## src/rtl/alu_issue_pkg.sv

```systemverilog
// Shared constants and the instruction classifier for the ALU issue stage.
package alu_issue_pkg;

    // ALU control codes, as consumed by the ALU's ALUCtrl input.
    localparam logic [3:0] ALU_AND = 4'b0000;
    localparam logic [3:0] ALU_ADD = 4'b0010;
    localparam logic [3:0] ALU_XOR = 4'b0011;
    localparam logic [3:0] ALU_SLL = 4'b0100;
    localparam logic [3:0] ALU_SRA = 4'b0101;
    localparam logic [3:0] ALU_SUB = 4'b0110;
    localparam logic [3:0] ALU_MUL = 4'b0111;

    // Major opcodes handled by this stage.
    localparam logic [6:0] OP_R = 7'b0110011;
    localparam logic [6:0] OP_I = 7'b0010011;

    // funct7 qualifiers.
    localparam logic [6:0] F7_BASE = 7'b0000000;
    localparam logic [6:0] F7_SUB  = 7'b0100000;
    localparam logic [6:0] F7_MUL  = 7'b0000001;
    localparam logic [6:0] F7_SRA  = 7'b0100000;

    // funct3 qualifiers.
    localparam logic [2:0] F3_ADD = 3'b000;
    localparam logic [2:0] F3_SLL = 3'b001;
    localparam logic [2:0] F3_XOR = 3'b100;
    localparam logic [2:0] F3_SRA = 3'b101;
    localparam logic [2:0] F3_AND = 3'b111;

    // Source of ALU operand 2.
    typedef enum logic [1:0] {
        SRC2_ZERO  = 2'd0,
        SRC2_RS2   = 2'd1,
        SRC2_IMM   = 2'd2,
        SRC2_SHAMT = 2'd3
    } src2_sel_e;

    // Width-independent part of a decoded instruction.
    typedef struct packed {
        logic [3:0] ctrl;
        src2_sel_e  src2;
        logic       illegal;
    } dec_ctl_t;

    // Map opcode/funct fields to an ALU operation and operand-2 source.
    function automatic dec_ctl_t classify(input logic [6:0] opcode,
                                          input logic [2:0] funct3,
                                          input logic [6:0] funct7);
        dec_ctl_t c;
        c.ctrl    = ALU_ADD;
        c.src2    = SRC2_ZERO;
        c.illegal = 1'b1;
        if (opcode == OP_R) begin
            c.src2    = SRC2_RS2;
            c.illegal = 1'b0;
            if      (funct7 == F7_BASE && funct3 == F3_ADD) c.ctrl = ALU_ADD;
            else if (funct7 == F7_SUB  && funct3 == F3_ADD) c.ctrl = ALU_SUB;
            else if (funct7 == F7_MUL  && funct3 == F3_ADD) c.ctrl = ALU_MUL;
            else if (funct7 == F7_BASE && funct3 == F3_AND) c.ctrl = ALU_AND;
            else if (funct7 == F7_BASE && funct3 == F3_XOR) c.ctrl = ALU_XOR;
            else if (funct7 == F7_BASE && funct3 == F3_SLL) c.ctrl = ALU_SLL;
            else begin
                c.src2    = SRC2_ZERO;
                c.illegal = 1'b1;
            end
        end else if (opcode == OP_I) begin
            if (funct3 == F3_ADD) begin
                c.ctrl    = ALU_ADD;
                c.src2    = SRC2_IMM;
                c.illegal = 1'b0;
            end else if (funct3 == F3_SRA && funct7 == F7_SRA) begin
                c.ctrl    = ALU_SRA;
                c.src2    = SRC2_SHAMT;
                c.illegal = 1'b0;
            end
        end
        return c;
    endfunction

endpackage

```

## src/rtl/alu_issue_decode.sv

```systemverilog
// Combinational decoder: instruction + register operands -> ALU entry fields.
module alu_issue_decode
    import alu_issue_pkg::*;
#(
    parameter int width = 32
) (
    input  logic [31:0]      inst_i,
    input  logic [width-1:0] rs1_data_i,
    input  logic [width-1:0] rs2_data_i,
    output logic [3:0]       ctrl_o,
    output logic [width-1:0] data1_o,
    output logic [width-1:0] data2_o,
    output logic [4:0]       rd_o,
    output logic             reg_write_o,
    output logic             illegal_o
);

    dec_ctl_t          ctl;
    logic [width-1:0]  imm_sext;
    logic [width-1:0]  shamt_zext;
    logic [4:0]        rd_field;

    // rs1/rs2 index fields are resolved upstream by the register file.
    logic unused_fields;
    assign unused_fields = ^inst_i[19:15];

    assign ctl        = classify(inst_i[6:0], inst_i[14:12], inst_i[31:25]);
    assign imm_sext   = {{(width-12){inst_i[31]}}, inst_i[31:20]};
    assign shamt_zext = {{(width-5){1'b0}}, inst_i[24:20]};
    assign rd_field   = inst_i[11:7];

    // Operand selection; illegal encodings produce an all-zero entry.
    always_comb begin
        ctrl_o      = ctl.ctrl;
        data1_o     = '0;
        data2_o     = '0;
        rd_o        = '0;
        reg_write_o = 1'b0;
        illegal_o   = ctl.illegal;
        if (!ctl.illegal) begin
            data1_o     = rs1_data_i;
            rd_o        = rd_field;
            reg_write_o = (rd_field != 5'd0);
            case (ctl.src2)
                SRC2_RS2:   data2_o = rs2_data_i;
                SRC2_IMM:   data2_o = imm_sext;
                SRC2_SHAMT: data2_o = shamt_zext;
                default:    data2_o = '0;
            endcase
        end
    end

endmodule

```

## src/rtl/alu_issue.sv

```systemverilog
// ID/EX issue stage: decoder followed by a single-entry valid/ready register.
module alu_issue
    import alu_issue_pkg::*;
#(
    parameter int width = 32
) (
    input  logic             clk_i,
    input  logic             rst_i,
    input  logic             flush_i,
    input  logic             valid_i,
    output logic             ready_o,
    input  logic [31:0]      inst_i,
    input  logic [width-1:0] rs1_data_i,
    input  logic [width-1:0] rs2_data_i,
    output logic             valid_o,
    input  logic             ready_i,
    output logic [3:0]       ALUCtrl_o,
    output logic [width-1:0] data1_o,
    output logic [width-1:0] data2_o,
    output logic [4:0]       rd_o,
    output logic             reg_write_o,
    output logic             illegal_o
);

    logic [3:0]       dec_ctrl;
    logic [width-1:0] dec_data1;
    logic [width-1:0] dec_data2;
    logic [4:0]       dec_rd;
    logic             dec_reg_write;
    logic             dec_illegal;

    logic             valid_q, valid_d;
    logic [3:0]       ctrl_q, ctrl_d;
    logic [width-1:0] data1_q, data1_d;
    logic [width-1:0] data2_q, data2_d;
    logic [4:0]       rd_q, rd_d;
    logic             reg_write_q, reg_write_d;
    logic             illegal_q, illegal_d;

    logic             accept;

    alu_issue_decode #(.width(width)) u_decode (
        .inst_i      (inst_i),
        .rs1_data_i  (rs1_data_i),
        .rs2_data_i  (rs2_data_i),
        .ctrl_o      (dec_ctrl),
        .data1_o     (dec_data1),
        .data2_o     (dec_data2),
        .rd_o        (dec_rd),
        .reg_write_o (dec_reg_write),
        .illegal_o   (dec_illegal)
    );

    // The slot is free when empty or when its entry leaves this cycle.
    assign ready_o = !valid_q || ready_i;
    assign accept  = valid_i && ready_o;

    // Next-state: flush beats accept; accept beats drain; otherwise hold.
    always_comb begin
        valid_d     = valid_q;
        ctrl_d      = ctrl_q;
        data1_d     = data1_q;
        data2_d     = data2_q;
        rd_d        = rd_q;
        reg_write_d = reg_write_q;
        illegal_d   = illegal_q;
        if (flush_i) begin
            valid_d     = 1'b0;
            ctrl_d      = ALU_ADD;
            data1_d     = '0;
            data2_d     = '0;
            rd_d        = '0;
            reg_write_d = 1'b0;
            illegal_d   = 1'b0;
        end else if (accept) begin
            valid_d     = 1'b1;
            ctrl_d      = dec_ctrl;
            data1_d     = dec_data1;
            data2_d     = dec_data2;
            rd_d        = dec_rd;
            reg_write_d = dec_reg_write;
            illegal_d   = dec_illegal;
        end else if (valid_q && ready_i) begin
            valid_d = 1'b0;
        end
    end

    // Pipeline register with synchronous active-low reset.
    always_ff @(posedge clk_i) begin
        if (!rst_i) begin
            valid_q     <= 1'b0;
            ctrl_q      <= ALU_ADD;
            data1_q     <= '0;
            data2_q     <= '0;
            rd_q        <= '0;
            reg_write_q <= 1'b0;
            illegal_q   <= 1'b0;
        end else begin
            valid_q     <= valid_d;
            ctrl_q      <= ctrl_d;
            data1_q     <= data1_d;
            data2_q     <= data2_d;
            rd_q        <= rd_d;
            reg_write_q <= reg_write_d;
            illegal_q   <= illegal_d;
        end
    end

    assign valid_o     = valid_q;
    assign ALUCtrl_o   = ctrl_q;
    assign data1_o     = data1_q;
    assign data2_o     = data2_q;
    assign rd_o        = rd_q;
    assign reg_write_o = reg_write_q;
    assign illegal_o   = illegal_q;

endmodule

```

## config.mk

```make
export PLATFORM = sky130hd
export DESIGN_NAME = alu_issue
export DESIGN_NICKNAME = d
export VERILOG_FILES = /design/src/rtl/alu_issue_pkg.sv /design/src/rtl/alu_issue_decode.sv /design/src/rtl/alu_issue.sv
export SDC_FILE = /design/constraint.sdc
export NUM_CORES = 1
export LEC_CHECK = 0
export ABC_AREA = 1
export CAP_MARGIN = 25
export CORE_ASPECT_RATIO = 1.4
export CORE_MARGIN = 8
export CORE_UTILIZATION = 40
export CTS_BUF_LIST = sky130_fd_sc_hd__clkbuf_4
export CTS_CLUSTER_SIZE = 25
export DETAILED_ROUTE_END_ITERATION = 10
export HOLD_SLACK_MARGIN = 0.03
export PLACE_DENSITY = 0.79
export SYNTH_ARGS = -nofsm -noshare
export SYNTH_HDL_FRONTEND = slang
export SYNTH_SLANG_ARGS = --single-unit
```

## constraint.sdc

```tcl
create_clock -name clk_i -period 2 [get_ports clk_i]
set_clock_uncertainty 0.2 [all_clocks]
set_input_delay 0.2 -clock clk_i [delete_from_list [all_inputs] [get_ports clk_i]]
set_output_delay 0.2 -clock clk_i [all_outputs]
set_load 0.01 [all_outputs]
```

==> impl_summary.txt <==
----------------------------------------------------
[Power]
  Clock network fraction of total power ... 0.360
  Pwr Density ... 531 nW/um^2
  Combinational power share ... 0.121
  Sequential fraction of design power ... 0.519
  Internal portion of total power ... 2240 uW
  Worst ir drop on vdd ... 316 uV
  Static Leakage ... 0.00205 uW
  Net load switching power ... 653 uW
  Switching Share ... 0.226

[Setup path]
  Buffers & Inverters on Critical Path ... 4
  Highest cell delay on the worst timing path ... 0.47 ns
  RR Endpoint ... data2_o[30]
  Worst setup path end ... data1_o[8]
  Number of cells on the critical path ... 13
  Critical Path End Type ... register
  Highest fanout seen on the critical path ... 36
  Critical Path RT ... 2.15 ns
  Slack of the worst reg-to-reg path ... 0.45 ns
  Worst path cell trace ... clkdlybuf4s50_1, inv_1, nand2_1, nor2_1, nand3_1, nand2_1, inv_1, nand3_2, nand2_1, nor2_4, buf_12, nand2_1, a21oi_1
  Critical path startpoint category ... primary input
  Top cell by count, worst path ... sky130_fd_sc_hd__nand2_1
  Delay-heaviest family, CP ... buffers and inverters
  Slowest stage cell, crit path ... sky130_fd_sc_hd__clkdlybuf4s50_1
  Start-to-end type of the worst setup path ... primary input to register
  Number of cells on the worst reg-to-reg path ... 6
  Critical path launch point ... inst_i[13]
  CP arrival ... 1.98 ns
  Worst reg2reg startpoint ... valid_o

[Flow run]
  Max Cap Violations ... 0

[Clock network]
  Insertion delay of the later-clocked pin in the worst-skew pair ... 0.41 ns
  Maximum buffer depth of the clock tree ... 2
  CTS tree ... yes
  Clock net sink count ... 75
  Clock transition at the register clock pins on the worst setup and hold paths after CTS ... 0.11 ns
  Post-cts repair resize count ... 0
  Clock H-tree levels ... 3
  Number of hold buffers added after cts ... 0
  Post-CTS Setup Inserts ... 0
  TritonCTS Buffers ... 9
  Root buffer selected by CTS ... sky130_fd_sc_hd__clkbuf_4

[Detailed routing]
  Routed Antenna Nets ... 0
  TritonRoute pass-1 iters ... 4
  Routed wire length ... 11300 um
  Vias/cell ... 4.94
  Drt first-iter violations ... 133
  Via count ... 3800
  Detailed-route wire length per cell ... 14.7 um
  Drt drc ... 0

[Synth]
  Synth area leaders ... sky130_fd_sc_hd__dfxtp_1, sky130_fd_sc_hd__nand2_1, sky130_fd_sc_hd__a21oi_1, sky130_fd_sc_hd__nand4_1, sky130_fd_sc_hd__a21oi_2
  Post-synth net total ... 586
  Post-synth cell types ... 26
  Cell count after synthesis ... 485
  Flip-flop and latch count after synthesis ... 75
  Most repeated cell in the gate-level netlist after synthesis ... sky130_fd_sc_hd__nand2_1
  Cell type contributing the most total cell area after synthesis ... sky130_fd_sc_hd__dfxtp_1
  Post-Synthesis Mean Instance Area ... 6.95 sq um
  Count of flip-flops with a built-in enable after synthesis ... 0
  Share of synthesized registers carrying an async set or reset ... 0
  Register area share after synthesis ... 0.445
  Top FF cell, synth ... sky130_fd_sc_hd__dfxtp_1
  Yosys top cell area share ... 0.445
  Area of the mapped netlist ... 3370 sq um
  Number of warnings issued by yosys ... 0
  List of most frequent post-synthesis cells ... sky130_fd_sc_hd__nand2_1, sky130_fd_sc_hd__dfxtp_1, sky130_fd_sc_hd__a21oi_1

[GRT]
  Vias in the first global route ... 3706
  Pin count of the biggest net entering global routing ... 45
  First-pass GRT wire length ... 17900 um
  GRT overflow ... 0
  All-layer global routing usage ... 0.190
  Number of antenna violations at the first check in global routing ... 1

[Status]
  Status ... completed

[STA]
  Max-slew violation total from the final report ... 0
  Unrepaired setup endpoints after global routing ... no
  Hold WS ... 0.127 ns
  Final Worst Setup Slack ... 0.164 ns
  Post-route minimum period ... 1.84 ns
  Maximum clock rate ... 545 MHz
  Final Cycle Share ... 0.918
  Final setup violation count ... 0
  Total negative setup slack ... 0 ns
  Fin. Hold Viols ... 0

[Floorplan]
  Total I/O pin count ... 178
  Count of standard-cell rows ... 39
  Die Area ... 11700 sq um
  Core footprint ... 8200 sq um
  Initial core utilization ... 0.411
  Die X-Extent ... 93.6 um
  Die Height ... 125 um

[Layout]
  Share of the core filled with cells ... 0.664
  Post-layout net count ... 762
  Area growth from synthesis to final layout ... 61.4%
  Sequential cell area in the final layout ... 1500 sq um
  Layout cells sized above 1 ... 0.111
  Fillcell total ... 717
  Final non-filler cell total ... 769
  Area occupied by multi-input gates ... 1630 sq um

[Placement]
  Placed insts ... 752
  Final HPWL from detailed placement ... 8650 um
  Port-buffer cells ... 171
  Pre-CTS WS ... -0.267 ns
  Global placer's final weighted congestion ... 0.881

[Worst hold path]
  Class of the most critical hold timing path ... primary input to register

----------------------------------------------------
-- cell type report --
type | count | share of cell area
diodes | 1 | 0.000460
clock buffers | 11 | 0.0152
clock inverters | 5 | 0.0143
inverters | 21 | 0.0145
multi-input cells | 354 | 0.300
flip-flops and latches | 75 | 0.276
well taps | 102 | 0.0234
repair buffers | 200 | 0.357
-- per-stage QoR --
step	power (uW)	cell area, sq um
4_1_cts	2930	5440
2_1_floorplan	1630	3370
3_5_place_dp	1880	5280
3_3_place_gp	1880	5280
5_1_grt	3020	5440
6_report	2890	5440
-- flip-flops by register name, indices dropped and copies added (netlist names) --
register	cells
ALUCtrl_o	3
data1_o	32
data2_o	32
illegal_o	1
rd_o	5
reg_write_o	1
valid_o	1
-- cell families after synthesis --
logic type / synth area share
AOI/OAI and AO/OA: 0.139
buffers and inverters: 0.0720
DFF: 0.445
other: 0.00111
and+or+nand+nor: 0.343
-- power by group through the flow --
stage | sequential, uW | clock [uW] | combinational [uW]
2_1_floorplan | 1540 | 0 | 96.6
3_3_place_gp | 1530 | 0 | 345
3_5_place_dp | 1530 | 0 | 348
4_1_cts | 1500 | 1080 | 349
5_1_grt | 1500 | 1150 | 376
6_report | 1500 | 1040 | 349
-- layout by cell type (no fill, tap or decap) --
master and instances:
sky130_fd_sc_hd__and2_1 1, sky130_fd_sc_hd__nor3_2 2, sky130_fd_sc_hd__nor2_2 2, sky130_fd_sc_hd__inv_1 18
sky130_fd_sc_hd__bufinv_16 2, sky130_fd_sc_hd__conb_1 1, sky130_fd_sc_hd__dfxtp_1 75, sky130_fd_sc_hd__nand2_1 191
sky130_fd_sc_hd__a21oi_1 65, sky130_fd_sc_hd__buf_4 28, sky130_fd_sc_hd__nand3_1 6, sky130_fd_sc_hd__clkinv_2 1
sky130_fd_sc_hd__nor3_1 2, sky130_fd_sc_hd__o21ai_0 11, sky130_fd_sc_hd__nand3_2 1, sky130_fd_sc_hd__clkinv_4 1
sky130_fd_sc_hd__clkinv_1 2, sky130_fd_sc_hd__buf_12 1, sky130_fd_sc_hd__a21oi_2 10, sky130_fd_sc_hd__nor2_1 16
sky130_fd_sc_hd__diode_2 1, sky130_fd_sc_hd__clkdlybuf4s50_1 171, sky130_fd_sc_hd__clkbuf_4 11, sky130_fd_sc_hd__nand2_2 12
sky130_fd_sc_hd__nor2_4 1, sky130_fd_sc_hd__nand4_1 32, sky130_fd_sc_hd__or2_1 1, sky130_fd_sc_hd__inv_2 2
-- per-layer routing --
metal	global-route usage	up-vias	routed length [um]
met2	0.326	136	5580
met3	0.0543	21	877
met4	0.0928	0	291
li1	-	1923	-
met1	0.206	1720	4580
met5	0	-	0
-- worst min path at each step --
stage	from	endpoint	slack, ns	cells after the start
6_report	rs1_data_i[12]	data1_o[12]	0.13	3
5_1_grt	rs1_data_i[11]	data1_o[11]	0.11	3
4_1_cts	rs1_data_i[12]	data1_o[12]	0.09	3
3_5_place_dp	data2_o[21]	data2_o[21]	0.25	2
3_3_place_gp	data1_o[17]	data1_o[17]	0.25	2
2_1_floorplan	rs1_data_i[28]	data1_o[28]	0.14	2
-- worst register-to-register path: stages, from the launching register on --
cell and delay (ns):
sky130_fd_sc_hd__dfxtp_1 0.35, sky130_fd_sc_hd__nand2_1 0.10, sky130_fd_sc_hd__nand2_2 0.18, sky130_fd_sc_hd__clkinv_1 0.20, sky130_fd_sc_hd__buf_4 0.26, sky130_fd_sc_hd__nand2_1 0.09
sky130_fd_sc_hd__a21oi_1 0.06
Note: power is estimated with default switching activity, not from simulation.
